$ cat src/rtl/mem_pkg.sv
// Shared types and default sizing for the cache-to-memory line arbiter.
package mem_pkg;

  typedef enum logic [1:0] {ST_IDLE, ST_RD, ST_WR, ST_DONE} arb_state_t;
  typedef enum logic {SRC_I, SRC_D} arb_src_t;

  localparam int DEF_BURST_LEN = 4;
  localparam int DEF_WORD_W    = 32;
  localparam int DEF_ADDR_W    = 32;
  localparam int LINE_W        = DEF_BURST_LEN * DEF_WORD_W;
  localparam int OFFSET_W      = $clog2(LINE_W / 8);
  localparam int BEAT_W        = $clog2(DEF_BURST_LEN);

endpackage

$ cat src/rtl/line_beat_buffer.sv
// BURST_LEN x WORD_W register file: one word written per beat, whole line read in parallel.
module line_beat_buffer #(
  parameter int BURST_LEN = 4,
  parameter int WORD_W    = 32,
  parameter int BEAT_W    = $clog2(BURST_LEN)
) (
  input  logic                        clk_i,
  input  logic                        rst_n_i,
  input  logic                        we_i,
  input  logic [BEAT_W-1:0]           widx_i,
  input  logic [WORD_W-1:0]           wdata_i,
  output logic [BURST_LEN*WORD_W-1:0] line_o
);

  logic [BURST_LEN-1:0][WORD_W-1:0] words_q;

  always_ff @(posedge clk_i) begin
    if (!rst_n_i) begin
      words_q <= '0;
    end else if (we_i) begin
      words_q[widx_i] <= wdata_i;
    end
  end

  assign line_o = words_q;

endmodule

$ cat src/rtl/mem_line_arbiter.sv
// Arbitrates I/D cache line fills and D writebacks onto one burst memory port.
// ARB_ROUND_ROBIN_EN: ties go to the requester not served last; otherwise D always wins.
module mem_line_arbiter
  import mem_pkg::*;
#(
  parameter int BURST_LEN = DEF_BURST_LEN,
  parameter int WORD_W    = DEF_WORD_W,
  parameter int ADDR_W    = DEF_ADDR_W
) (
  input  logic                        clk_i,
  input  logic                        rst_n_i,
  input  logic                        i_req_i,
  input  logic [ADDR_W-1:0]           i_addr_i,
  output logic [BURST_LEN*WORD_W-1:0] i_line_o,
  output logic                        i_done_o,
  input  logic                        d_req_i,
  input  logic                        d_we_i,
  input  logic [ADDR_W-1:0]           d_addr_i,
  input  logic [BURST_LEN*WORD_W-1:0] d_wline_i,
  output logic [BURST_LEN*WORD_W-1:0] d_rline_o,
  output logic                        d_done_o,
  output logic                        mem_re_o,
  output logic                        mem_we_o,
  output logic [ADDR_W-1:0]           mem_addr_o,
  output logic [WORD_W-1:0]           mem_din_o,
  input  logic [WORD_W-1:0]           mem_dout_i,
  input  logic                        mem_valid_i
);

  localparam int LW = BURST_LEN * WORD_W;
  localparam int OW = $clog2(LW / 8);
  localparam int BW = $clog2(BURST_LEN);
  localparam logic [ADDR_W-1:0] OFF_MASK = ADDR_W'((64'd1 << OW) - 64'd1);
  localparam logic [BW-1:0]     LAST_BEAT = BW'(BURST_LEN - 1);

  arb_state_t        state_q, state_d;
  arb_src_t          grant_q, grant_d;
  logic [BW-1:0]     beat_q, beat_d;
  logic [ADDR_W-1:0] addr_q, addr_d;
  logic              any_req, win_d, last_beat, buf_we;
  logic [LW-1:0]     line;

`ifdef ARB_ROUND_ROBIN_EN
  arb_src_t last_q, last_d;

  always_ff @(posedge clk_i) begin
    if (!rst_n_i) last_q <= SRC_I;
    else          last_q <= last_d;
  end

  assign win_d = d_req_i & (~i_req_i | (last_q == SRC_I));

  always_comb begin
    last_d = last_q;
    if (state_q == ST_IDLE && any_req) last_d = win_d ? SRC_D : SRC_I;
  end
`else
  assign win_d = d_req_i;
`endif

  assign any_req   = i_req_i | d_req_i;
  assign last_beat = mem_valid_i && (beat_q == LAST_BEAT);

  // State register
  always_ff @(posedge clk_i) begin
    if (!rst_n_i) state_q <= ST_IDLE;
    else          state_q <= state_d;
  end

  // Next state
  always_comb begin
    state_d = state_q;
    case (state_q)
      ST_IDLE: if (any_req) state_d = (win_d && d_we_i) ? ST_WR : ST_RD;
      ST_RD,
      ST_WR:   if (last_beat) state_d = ST_DONE;
      ST_DONE: state_d = ST_IDLE;
      default: state_d = ST_IDLE;
    endcase
  end

  // Outputs
  always_comb begin
    mem_re_o  = (state_q == ST_RD);
    mem_we_o  = (state_q == ST_WR);
    i_done_o  = (state_q == ST_DONE) && (grant_q == SRC_I);
    d_done_o  = (state_q == ST_DONE) && (grant_q == SRC_D);
    buf_we    = (state_q == ST_RD) && mem_valid_i;
    mem_din_o = '0;
    if (state_q == ST_WR) mem_din_o = d_wline_i[beat_q*WORD_W +: WORD_W];
  end

  // Grant, aligned base address and beat counter
  always_comb begin
    grant_d = grant_q;
    addr_d  = addr_q;
    beat_d  = beat_q;
    case (state_q)
      ST_IDLE: if (any_req) begin
        grant_d = win_d ? SRC_D : SRC_I;
        addr_d  = (win_d ? d_addr_i : i_addr_i) & ~OFF_MASK;
        beat_d  = '0;
      end
      ST_RD,
      ST_WR:   if (mem_valid_i) beat_d = beat_q + 1'b1;
      default: beat_d = '0;
    endcase
  end

  always_ff @(posedge clk_i) begin
    if (!rst_n_i) begin
      grant_q <= SRC_D;
      addr_q  <= '0;
      beat_q  <= '0;
    end else begin
      grant_q <= grant_d;
      addr_q  <= addr_d;
      beat_q  <= beat_d;
    end
  end

  assign mem_addr_o = addr_q;

  line_beat_buffer #(
    .BURST_LEN (BURST_LEN),
    .WORD_W    (WORD_W),
    .BEAT_W    (BW)
  ) u_buf (
    .clk_i   (clk_i),
    .rst_n_i (rst_n_i),
    .we_i    (buf_we),
    .widx_i  (beat_q),
    .wdata_i (mem_dout_i),
    .line_o  (line)
  );

  // Both caches see the same fill register; each only trusts it while its DONE is high
  assign i_line_o  = line;
  assign d_rline_o = line;

endmodule

$ cat config.mk
export PLATFORM = sky130hd
export DESIGN_NAME = mem_line_arbiter
export DESIGN_NICKNAME = d
export VERILOG_FILES = /design/src/rtl/mem_pkg.sv /design/src/rtl/line_beat_buffer.sv /design/src/rtl/mem_line_arbiter.sv
export SDC_FILE = /design/constraint.sdc
export NUM_CORES = 1
export LEC_CHECK = 0
export CORE_AREA = 2 2 218 220
export CTS_CLUSTER_DIAMETER = 30
export DETAILED_ROUTE_END_ITERATION = 7
export DIE_AREA = 0 0 220 222
export PLACE_DENSITY = 0.44
export SYNTH_ARGS = -nofsm -noshare
export SYNTH_HDL_FRONTEND = slang
export SYNTH_SLANG_ARGS = --single-unit
$ cat constraint.sdc
create_clock -name clk_i -period 2.5 [get_ports clk_i]
set_clock_uncertainty 0.1 [all_clocks]
set_input_delay 0.5 -clock clk_i [delete_from_list [all_inputs] [get_ports clk_i]]
set_output_delay 0.5 -clock clk_i [all_outputs]
set_load 0.02 [all_outputs]
=== Word-level counts from Yosys, hierarchy flattened ===
Index checks and enable logic that the tools add are counted.

* Add/subtract/negate cells: 1
* Multipliers: 0
* Div/mod/pow operators: 0
* Order comparisons: 2
* Equal/unequal tests: 7
* Shifts and indexed selects: 1
* Muxes and demuxes: 13
* Bitwise logic cells: 2
* Reductions and logical operators: 11

{| class="wikitable"
|+ Operators by type and width
! operator !! number
|-
| bitwise mux 128 bit || 1
|-
| variable part select 128 x 8 -> 32 bit || 1
|-
| two-way mux 32 bit || 3
|-
| demux 32 bit (select 2 bit) || 1
|-
| two-way mux 2 bit || 5
|-
| == test 2 bit (second input constant) || 3
|-
| logical AND 1 bit || 6
|-
| != test 2 bit (second input constant) || 3
|-
| one-hot mux 2 bit (3 select lines) || 1
|-
| AND reduction 2 bit || 3
|-
| one-hot mux 2 bit (2 select lines) || 1
|-
| < comparator 2 x 3 -> 1 bit (second input constant) || 1
|-
| adder 2 x 1 -> 2 bit (second input constant) || 1
|-
| == test 2 x 1 -> 1 bit (second input constant) || 1
|-
| >= comparator 2 x 1 -> 1 bit (second input constant) || 1
|-
| logical NOT 2 bit || 1
|-
| OR reduction 2 bit || 1
|-
| two-way mux 1 bit || 1
|-
| inverter 1 bit || 1
|-
| bitwise OR 1 bit || 1
|}

* Register bits after elaboration: 161
* Bits in latches: 0
* Bits in writable memories: 0
* ROM bits: 0
* Input bits: 230
* Memories: 0

=== Logic depth before layout (Yosys ltp) ===
* Depth after elaboration: 5
* Depth in mapped cells: 9
* Depth with buffers taken out: 5

=== Hierarchy ===
Synthesis repeated with hierarchy kept, for this count alone.

* Cell total of the unflattened synthesis: 828
* Area, all modules: 8449.4 um2

{| class="wikitable"
|+ By module, submodules not included
! module !! instances !! cells an instance !! area an instance (um2) !! seq. area each (um2)
|-
| line_beat_buffer || 1 || 453 || 4789.6 || 2562.5
|-
| mem_line_arbiter || 1 || 375 || 3659.8 || 660.6
|}

=== Least setup slack after synthesis ===
OpenSTA, ideal clock, no wires.

* Path kind: register -> output
* Start point: register beat_q[0]
* End point: output port mem_din_o[10]
* Arrival time: 1.359 ns
* Data required time: 1.900 ns
* Path slack: 0.541 ns
* Stages on the path, launching flop included: 5
* Path buffers: 2
* Cell sequence: dfxtp_1 > buf_6 > buf_12 > mux4_2 > and2_1

* Longest elaborated chain between the ends: 2

{| class="wikitable"
|+ RTL lines
! what !! line !! text
|-
| start, declared || mem_line_arbiter.sv:38 || <nowiki>logic [BW-1:0] beat_q, beat_d;</nowiki>
|-
| start signal, assigned || mem_line_arbiter.sv:118 || <nowiki>beat_q <= beat_d;</nowiki>
|-
| variable part select 128 x 8 -> 32 bit || mem_line_arbiter.sv:90 || <nowiki>if (state_q == ST_WR) mem_din_o = d_wline_i[beat_q*WORD_W +: WORD_W];</nowiki>
|-
| two-way mux 32 bit || mem_line_arbiter.sv:90 ||
|-
| end, declared || mem_line_arbiter.sv:25 || <nowiki>output logic [WORD_W-1:0] mem_din_o,</nowiki>
|}

Every way passes these cells.

=== Worst setup path after layout ===
* Start point: register beat_q[0]
* End point: output port mem_din_o[31]

Same word-level chain as after synthesis.

==> results by group <==
CTS
  – Clk pin slew, worst setup/hold paths: 60 ps
  – Cts bufs inserted: 17
  – CTS tree: yes
  – H-tree level count: 4
  – Hold buffers post-CTS: 0
  – Num Clock Sinks: 161
  – Root Buffer: clkbuf_16
  – Clock insertion delay at the later pin of the skew report: 450 ps
  – Clock Tree Buf Depth: 2

Synthesis
  – Syn Inst Count: 941
  – Synth cell types: 29
  – Prevailing post-synth register cell: dfxtp_1
  – Ys async rst share: 0%
  – Average size of a mapped cell: 8.93 µm²
  – Seq/Total Area, Yosys: 38.3%
  – Mapped cell area: 0.00841 mm²
  – Synthesized flop and latch total: 161
  – Synth warn: 0
  – Number of synthesized flops with an enable pin: 0

Route
  – WL met2: 18400 µm
  – Post-Route WL: 36700 µm
  – Avg WL per Cell: 18.8 µm
  – DRT Pass-1 Iters: 6
  – DR top layer: met5
  – Drt drc: 0
  – Metal-1 WL: 15700 µm
  – Met3 wire length: 1940 µm
  – Routed vias/inst: 3.99
  – DR vias: 7813
  – Initial drt markers: 403
  – Routed Antenna Nets: 0

Timing
  – Unrepaired setup endpoints after global routing: yes
  – Setup_tns: 0 ps
  – Minimum clock period: 2470 ps
  – Hold Fails Final Rpt: 0
  – Count of pins over their slew limit: 0
  – Final WS setup: 25.2 ps
  – FMAX: 0.404 GHz
  – Part of the cycle the worst path needs: 99.0%
  – Final Setup Violations: 0

Worst setup path
  – Cell breakdown of the critical path: buf_12 -> mux4_2 -> and2_4 -> buf_6
  – CP bufs+invs: 2
  – Cell count along the critical path: 4
  – Slowest CP cell: mux4_2
  – CP peak stage delay: 510 ps
  – CP endpoint kind: primary output
  – Top delay family on crit path: multiplexers
  – CP startpoint kind: register
  – Worst-path maximum fanout: 7
  – Reg2reg path depth: 8
  – Crit path kind: reg2out
  – Worst path required time: 1900 ps
  – WP data arrival: 1870 ps

Cells and area
  – Final nets: 1576
  – Post-layout util: 31.3%
  – Commonest non-fill, non-tap cell in the layout: clkdlybuf4s50_1
  – Filler cell count: 4896
  – P&R area growth vs syn: 72.0%
  – Leading cell types in the layout, fill and taps excluded: clkdlybuf4s50_1 (505), nand2_1 (291), dfxtp_1 (159), a21boi_0 (102), buf_6 (33)
  – Share of layout cells above drive strength 1: 12.6%
  – N_diodes: 0
  – Post-route cell area: 0.0145 mm²

Global routing
  – GRT overflow: 0
  – Vias in the first global route: 7727
  – Total GRT Usage: 14.6%
  – Pin count of the biggest net entering global routing: 76
  – First-pass GRT wire length: 52400 µm
  – Initial antenna violation count: 3

Power
  – Pint: 6.29 mW
  – Switch share: 31.8%
  – Power density over the cells: 638 mW/mm²
  – Psw: 2.94 mW
  – VDD IR max: 0.000418 V
  – Comb power frac: 37.6%
  – Flop pwr share: 32.2%
  – Total power: 9.22 mW
  – Clock power share: 30.2%
  – Lkg Pwr: 5.28 nW

Floorplanning
  – Num ports: 554
  – DIE WIDTH: 220 µm
  – Die Area: 0.0488 mm²
  – Initial Util: 18.2%
  – Die H: 222 µm
  – Row cnt: 79
  – Total core area: 0.0463 mm²

Place
  – # port buffers: 541
  – Placed Area: 0.0137 mm²
  – HPWL after DPL: 28200 µm
  – GP Congestion: 0.908
  – Place WS: -333 ps

Hold path
  – Worst Hold Class: reg2reg
  – Hold Crit Depth: 2

Run status
  – Status: completed

Flow run
  – Max_cap viols: 0
through the flow:
stage | instances | hold WS, ps
floorplan | 944 | 353
global placement | 1922 | 357
detailed placement | 1922 | 360
CTS | 1958 | 369
global route | 1956 | 393
finish | 1956 | 366
flip-flops by register name, summed over array words and instances (netlist names):
signal        flops
mem_addr_o       28
beat_q            2
state_q           2
grant_q           1
u_buf.line_o    128
routing by layer:
layer  GRT usage [%]  vias up
li1                -     3774
met1            18.3     3744
met2            25.1      258
met3            2.89       31
met4            4.57        6
met5               0        -
kinds of logic after synthesis:
family	after synthesis	share of synthesized area, %
adders and majority gates	9	1.34
DFF	161	38.3
other	1	0.0446
buffers and inverters	206	16.2
AOI/OAI and AO/OA	167	15.7
and+or+nand+nor	337	16.3
muxes	60	12.1
worst paths after layout:
kind	slack, ps	end	from
max	30	mem_din_o[31]	beat_q[0]
min	370	u_buf.line_o[68]	u_buf.line_o[68]
max reg2reg	520	u_buf.line_o[80]	beat_q[0]
min reg2reg	370	u_buf.line_o[68]	u_buf.line_o[68]
what timing repair did:
action	CTS	global route
setup buffers	3	0
pin swaps	6	1
resized for setup	225	7
endpoints found under the setup margin	33	32
gates cloned	2	0
power by group through the flow:
| stage | sequential [mW] | combinational (mW) | clock [mW] |
|---|---|---|---|
| global route | 3.01 | 3.69 | 2.97 |
| finish | 2.97 | 3.47 | 2.78 |
| CTS | 2.98 | 3.55 | 2.89 |
| detailed placement | 3.03 | 3.29 | 0 |
| floorplan | 3.23 | 1.50 | 0 |
| global placement | 3.02 | 3.29 | 0 |
final cells by class:
class,count,area (µm²),area share [%]
Sequential cell,161,3230,22.3
Clock buffer,21,450,3.12
Multi-Input combinational cell,577,3930,27.1
Tap cell,607,759,5.25
Timing Repair Buffer,574,5910,40.9
Clock inverter,10,160,1.11
Inverter,6,22.5,0.156
cell usage after synthesis, types with 4 or more instances:
library cell,count,area (µm²)
a21boi_0,102,766
a21boi_1,27,203
and2_1,33,206
and3_1,4,25.0
buf_2,28,140
buf_4,132,991
clkbuf_1,36,135
dfxtp_1,161,3220
ha_1,9,113
inv_1,6,22.5
mux2i_1,28,280
mux4_1,4,105
mux4_2,28,631
nand2_1,291,1090
nand3_1,6,30.0
o211a_1,28,280
tightest hold or removal path, delay by kind of cell, from the launching register on:
kind               cells  cell delay (ps)
DFF                    1              320
AOI/OAI and AO/OA      1               50
and+or+nand+nor        1               50
(Power assumes the default switching activity.)
